$ cat config.mk
export PLATFORM = sky130hd
export DESIGN_NAME = cordic_vector_core_flat
export DESIGN_NICKNAME = d
export VERILOG_FILES = /design/src/rtl/cordic_vector_if.sv /design/src/rtl/cordic_vector_core.sv /design/src/flat_wrapper.sv
export SDC_FILE = /design/constraint.sdc
export NUM_CORES = 2
export LEC_CHECK = 0
export CORE_ASPECT_RATIO = 1.75
export CORE_UTILIZATION = 60
export CTS_CLUSTER_SIZE = 28
export DETAILED_ROUTE_END_ITERATION = 8
export PLACE_DENSITY_LB_ADDON = 0.12
export SYNTH_ARGS = -nofsm -noshare
export SYNTH_HDL_FRONTEND = slang
export SYNTH_SLANG_ARGS = --single-unit
$ cat constraint.sdc
create_clock -name clk -period 6.4 [get_ports clk]
set_clock_uncertainty 0.15 [all_clocks]
set_input_delay 0.64 -clock clk [delete_from_list [all_inputs] [get_ports clk]]
set_output_delay 0.64 -clock clk [all_outputs]
set_load 0.02 [all_outputs]
$ cat src/rtl/cordic_vector_if.sv
// I/Q sample and phase-result bundle for the CORDIC vectoring core.
// Handshake: valid-only streaming. A sample is taken on every rising clk
// edge where valid_i=1; there is no ready/backpressure. valid_o marks the
// cycle in which z_o/inst_freq carry a new result; otherwise they hold.
interface cordic_vector_if;
  logic [11:0] x_i;
  logic [11:0] y_i;
  logic [11:0] z_i;
  logic        valid_i;
  logic [11:0] z_o;
  logic [15:0] inst_freq;
  logic        valid_o;

  modport master (
    output x_i, y_i, z_i, valid_i,
    input  z_o, inst_freq, valid_o
  );

  modport slave (
    input  x_i, y_i, z_i, valid_i,
    output z_o, inst_freq, valid_o
  );
endinterface

$ cat src/rtl/cordic_vector_core.sv
// Fully pipelined vectoring-mode CORDIC: phase of an I/Q sample as a 12-bit
// binary angle plus the wrapped phase step to the previous valid sample.
// Pipeline: input register, pre-rotation, ITER micro-rotations, output.
module cordic_vector_core #(
  parameter int ITER = 11,
  parameter int IW   = 16
) (
  input logic            clk,
  input logic            rst,
  cordic_vector_if.slave bus
);

  // atan(2^-i) in units where 2^15 = pi (16-bit binary angle)
  localparam logic [15:0] ATAN_TAB [0:13] = '{
    16'd8192, 16'd4836, 16'd2555, 16'd1297, 16'd651, 16'd326, 16'd163,
    16'd81,   16'd41,   16'd20,   16'd10,   16'd5,   16'd3,   16'd1
  };
  localparam logic [IW-1:0] QUARTER = {2'b01, {(IW-2){1'b0}}};

  // input capture
  logic [11:0] in_x, in_y, in_z;
  logic        in_v;

  // pre-rotation combinational result
  logic signed [IW-1:0] sx, sy, px, py;
  logic        [IW-1:0] zb, pz;
  logic                 pnull;

  // stage k holds the result after k micro-rotations (k=0 is pre-rotation)
  logic signed [IW-1:0] xs [0:ITER];
  logic signed [IW-1:0] ys [0:ITER];
  logic        [IW-1:0] zs [0:ITER];
  logic        [ITER:0] vs;
  // (0,0) has no defined angle; the flag freezes z so the result is z_i
  logic        [ITER:0] ns;

  // output stage
  logic [11:0] z_new, d, prev, z_o_r;
  logic [15:0] inst_r;
  logic        vo, first;

  // Valid bits of every stage; reset flushes all in-flight samples.
  always_ff @(posedge clk) begin
    if (rst) begin
      in_v <= 1'b0;
      vs   <= '0;
    end else begin
      in_v <= bus.valid_i;
      vs   <= {vs[ITER-1:0], in_v};
    end
  end

  // Quadrant fold so the micro-rotations only need to cover +/-90 degrees.
  always_comb begin
    sx    = {{(IW-14){in_x[11]}}, in_x, 2'b00};
    sy    = {{(IW-14){in_y[11]}}, in_y, 2'b00};
    zb    = {in_z, {(IW-12){1'b0}}};
    pnull = (in_x == 12'd0) && (in_y == 12'd0);
    px    = sx;
    py    = sy;
    pz    = zb;
    if (sx[IW-1]) begin
      if (!sy[IW-1]) begin
        px = sy;
        py = -sx;
        pz = zb + QUARTER;
      end else begin
        px = -sy;
        py = sx;
        pz = zb - QUARTER;
      end
    end
  end

  // Datapath registers; contents of bubble stages are don't-care.
  always_ff @(posedge clk) begin
    in_x  <= bus.x_i;
    in_y  <= bus.y_i;
    in_z  <= bus.z_i;
    xs[0] <= px;
    ys[0] <= py;
    zs[0] <= pz;
    ns[0] <= pnull;
    for (int i = 0; i < ITER; i++) begin
      ns[i+1] <= ns[i];
      if (!ys[i][IW-1]) begin
        xs[i+1] <= xs[i] + (ys[i] >>> i);
        ys[i+1] <= ys[i] - (xs[i] >>> i);
        zs[i+1] <= ns[i] ? zs[i] : zs[i] + IW'(ATAN_TAB[i]);
      end else begin
        xs[i+1] <= xs[i] - (ys[i] >>> i);
        ys[i+1] <= ys[i] + (xs[i] >>> i);
        zs[i+1] <= ns[i] ? zs[i] : zs[i] - IW'(ATAN_TAB[i]);
      end
    end
  end

  // Round the IW-bit angle to 12 bits and form the wrapped phase step.
  always_comb begin
    z_new = 12'((zs[ITER] + IW'(8)) >> (IW - 12));
    d     = z_new - prev;
  end

  // Output register: only a valid sample updates results and history.
  always_ff @(posedge clk) begin
    if (rst) begin
      vo     <= 1'b0;
      z_o_r  <= '0;
      inst_r <= '0;
      prev   <= '0;
      first  <= 1'b1;
    end else begin
      vo <= vs[ITER];
      if (vs[ITER]) begin
        z_o_r  <= z_new;
        inst_r <= first ? 16'd0 : {{4{d[11]}}, d};
        prev   <= z_new;
        first  <= 1'b0;
      end
    end
  end

  assign bus.z_o       = z_o_r;
  assign bus.inst_freq = inst_r;
  assign bus.valid_o   = vo;

endmodule

$ cat src/flat_wrapper.sv
// flat-port wrapper written by rule: the top's interface ports become plain ports
module cordic_vector_core_flat 
#(
  parameter int ITER = 11,
  parameter int IW   = 16
)
  (clk, rst, bus_x_i, bus_y_i, bus_z_i, bus_valid_i, bus_z_o, bus_inst_freq, bus_valid_o);
  cordic_vector_if bus_i ();
  input logic clk;
  input logic rst;
  input wire logic [$bits(bus_i.x_i)-1:0] bus_x_i;
  input wire logic [$bits(bus_i.y_i)-1:0] bus_y_i;
  input wire logic [$bits(bus_i.z_i)-1:0] bus_z_i;
  input wire logic [$bits(bus_i.valid_i)-1:0] bus_valid_i;
  output wire logic [$bits(bus_i.z_o)-1:0] bus_z_o;
  output wire logic [$bits(bus_i.inst_freq)-1:0] bus_inst_freq;
  output wire logic [$bits(bus_i.valid_o)-1:0] bus_valid_o;
  assign bus_i.x_i = bus_x_i;
  assign bus_i.y_i = bus_y_i;
  assign bus_i.z_i = bus_z_i;
  assign bus_i.valid_i = bus_valid_i;
  assign bus_z_o = bus_i.z_o;
  assign bus_inst_freq = bus_i.inst_freq;
  assign bus_valid_o = bus_i.valid_o;
  cordic_vector_core #(.ITER(ITER), .IW(IW)) u_core (.clk(clk), .rst(rst), .bus(bus_i));
endmodule
==> run metrics <==
half-perimeter wire length of the detailed placement result around 66000 microns; number of port buffers 67; register clock-pin slew on the reported worst setup and hold paths 0.07 ns; final count of negative-setup-slack endpoints 0; synthesis-stage register bit count 563; total area of multi-input combinational cells approximately 22000 sq um; Post-route DRC 0; CTS resizes 0; Final Max Tran Viols 0; required time worst endpoint 6.77 ns; Synth cell types 95; most frequently used flop master after synthesis sky130_fd_sc_hd__dfxtp_1; residual overflow from global routing 0; global routing usage on met3 roughly 4%; endpoint arrival time on the critical path roughly 4 ns; startpoint kind of the worst setup timing path flip-flop; fill cell total of the finished layout roughly 4900; DRT Pass-1 Iters 6; worst-path cell chain mux2_2, ha_1, fa_1, a21o_1, a21oi_1, o21ai_1, o31a_1, a221o_1, o41ai_2, xnor2_1; highest fanout seen on the critical path 23; proportion of netlist area held by the largest area contributor approximately a third; via count of the first global-routing pass between 20000 and 30000; First DRT Iteration DRCs roughly 1200; layout net count approximately 4500; Worst Hold Slack roughly 0.17 ns; fraction of the yosys area taken by sequential cells 32.6%; row count ~120; Worst Setup End Kind flip-flop; share of async-settable or async-resettable flops after synthesis 0%; Post-DRT Antenna Nets 0; signed area change from the synthesized netlist to the final layout 8.81%; Mean Syn Cell Area 8.64 sq um; netlist area before placement 34600 sq um; CTS root buf sky130_fd_sc_hd__clkbuf_16; Max stage delay on crit path ~0.90 ns; layout cell share with drive strength beyond 1 a little under 4%; number of buffers created by CTS 52; via count ~28000; global-route total usage across every layer between 20 and 30%; number of max-cap violations 0; Critical-path top delay cell sky130_fd_sc_hd__dfxtp_1; number of enable flip-flop cells after synthesis 0; gate family responsible for the most delay along the worst path compound AO/OA/AOI/OAI gates; count of boundary I/O pins between 60 and 70; met2 Usage GRT between 60% and 70%; worst min-delay path endpoint u_core.zs[0][9]; Die Area 58600 sq um; placed cells 4739; Max Buffers Root-to-Sink 3; met1 usage between 20% and 30%; Hold Startpoint u_core.in_z[5]; Least-Margin Pin Slew around 1.0 ns; Min Clock Period, post-route roughly 3.7 ns; TritonCTS clock tree built; worst setup path category reg2reg; crit share post-route about three fifths; maximum frequency from static timing analysis ~0.27 GHz; largest net degree at the start of global routing between 40 and 50; number of antenna violations at the first check in global routing 0; Yosys Warn Count 0; GPL Wtd Cong approximately 1; commonest cells after routing, fill and taps aside sky130_fd_sc_hd__dfxtp_1, sky130_fd_sc_hd__nor2_1, sky130_fd_sc_hd__ha_1, sky130_fd_sc_hd__a21oi_1, sky130_fd_sc_hd__xnor2_1; first-pass GRT wire length ~130000 microns; count of buffer and inverter cells on the critical path 0; number of levels the H-tree was split into 2; headroom to the max-slew limit about a third; cell count of the worst reg-to-reg path 10; result of the run finished, final reports clean; unrepaired setup endpoints after global routing no; Starting Density 60.6%; top area cells in the synthesized netlist sky130_fd_sc_hd__dfxtp_1, sky130_fd_sc_hd__ha_1, sky130_fd_sc_hd__xnor2_1; sequential cell area around 11000 sq um; reg-to-reg critical path startpoint u_core.ys[0][47]; overall die width 183 microns; mean number of vias per cell approximately 6; final antenna diode count 0; core outline area ~57000 sq um; final cell count without fillers about 4800; post-CTS setup buffers 0; reg2reg end u_core.ys[0][63]; Sinks on Clock Net 563; Die Y-Extent between 300 and 400 microns; min-delay worst type reg2reg; area leader, netlist sky130_fd_sc_hd__dfxtp_1; Hold-fix buffers, CTS 0; clock network latency to the later pin of the worst-skew pair 0.63 ns; worst hold stages 0; detailed-route wire length 82700 microns; accumulated negative setup slack 0 ns; Hold Violations, Final 0; reg-to-reg setup timing slack roughly 2.7 ns; Mapped Cells 4005; commonest non-fill, non-tap cell in the layout sky130_fd_sc_hd__dfxtp_1; layer carrying the most global-route usage met2; average wire per standard cell 17.1 microns
[flip-flops by register name, indices dropped and copies added (netlist names)]
name                  flops
u_core.vs                12
u_core.zs               177
u_core.in_z              12
u_core.in_y              12
u_core.first              1
u_core.in_v               1
u_core.ys               156
u_core.bus.inst_freq     12
u_core.bus.valid_o        1
u_core.in_x              12
u_core.xs               144
u_core.ns                11
u_core.prev              12
[cell usage after synthesis, types with 19 or more instances]
| master | instances |
|---|---|
| sky130_fd_sc_hd__dfxtp_1 | 563 |
| sky130_fd_sc_hd__nor2_1 | 438 |
| sky130_fd_sc_hd__ha_1 | 373 |
| sky130_fd_sc_hd__a21oi_1 | 338 |
| sky130_fd_sc_hd__xnor2_1 | 278 |
| sky130_fd_sc_hd__xor2_1 | 265 |
| sky130_fd_sc_hd__nand2_1 | 210 |
| sky130_fd_sc_hd__inv_1 | 199 |
| sky130_fd_sc_hd__o21ai_0 | 154 |
| sky130_fd_sc_hd__nor3_1 | 125 |
| sky130_fd_sc_hd__clkbuf_1 | 89 |
| sky130_fd_sc_hd__a21o_1 | 76 |
| sky130_fd_sc_hd__a211oi_1 | 63 |
| sky130_fd_sc_hd__nor2b_1 | 61 |
| sky130_fd_sc_hd__nand3_1 | 60 |
| sky130_fd_sc_hd__nand2b_1 | 53 |
| sky130_fd_sc_hd__and3_1 | 50 |
| sky130_fd_sc_hd__a31oi_1 | 46 |
| sky130_fd_sc_hd__o21a_1 | 43 |
| sky130_fd_sc_hd__nor4_1 | 40 |
| sky130_fd_sc_hd__or3_1 | 28 |
| sky130_fd_sc_hd__mux2i_1 | 25 |
| sky130_fd_sc_hd__o21ai_1 | 23 |
| sky130_fd_sc_hd__o21bai_1 | 23 |
| sky130_fd_sc_hd__and2_1 | 20 |
| sky130_fd_sc_hd__nor3b_1 | 20 |
| sky130_fd_sc_hd__nand4_1 | 19 |
[stage by stage]
| stage | instance area [sq um] | worst slack (ns) | utilization, % |
|---|---|---|---|
| floorplan | 34600 | 2.92 | - |
| global placement | 35900 | 2.74 | 62.9 |
| detailed placement | 35900 | 2.70 | 62.9 |
| CTS | 37600 | 2.68 | 66.0 |
| global route | 37600 | 2.40 | 66.0 |
| finish | 37600 | 2.68 | 66.0 |
[metal layers]
metal  part of all wire (%)  wire length (microns)  vias up
met5                      0                      0        -
met4                    7.7                   6390        0
met3                    2.9                   2410      344
met2                     59                  48600      557
met1                     31                  25300    13240
li1                       -                      -    14104
[cells by family after synthesis]
family                   Yosys count  synth area share (%)
AO/OA/AOI/OAI                    955                  17.5
AND/OR/NAND/NOR                 1194                  16.8
buffers and inverters            316                  3.51
adder cells (fa/ha/maj)          389                  14.4
XOR/XNOR                         544                  13.8
flip-flops                       563                  32.6
multiplexers                      43                  1.31
other                              1                0.0108
[worst max-delay path by stage]
stage / start / depth (start not counted) / slack (ns) / to
3_5_place_dp: u_core.ys[0][47] / 10 / 2.70 / u_core.ys[0][63]
6_report: u_core.ys[0][47] / 10 / 2.68 / u_core.ys[0][63]
2_1_floorplan: u_core.ys[2][15] / 12 / 2.92 / u_core.ys[2][30]
3_3_place_gp: u_core.ys[0][47] / 10 / 2.74 / u_core.ys[0][63]
4_1_cts: u_core.ys[0][47] / 10 / 2.68 / u_core.ys[0][63]
5_1_grt: u_core.ys[0][40] / 12 / 2.40 / u_core.xs[0][63]
[cell type report]
type	instances	area share [%]
Sequential cell	563	30.0
Multi-Input combinational cell	3127	58.8
Timing Repair Buffer	80	2.04
Clock inverter	18	0.622
Inverter	202	2.01
Clock buffer	72	4.06
Tap cell	767	2.55
Power is not shown: default switching activity piles up to over one toggle a cycle in this logic, so the estimate is an artifact.
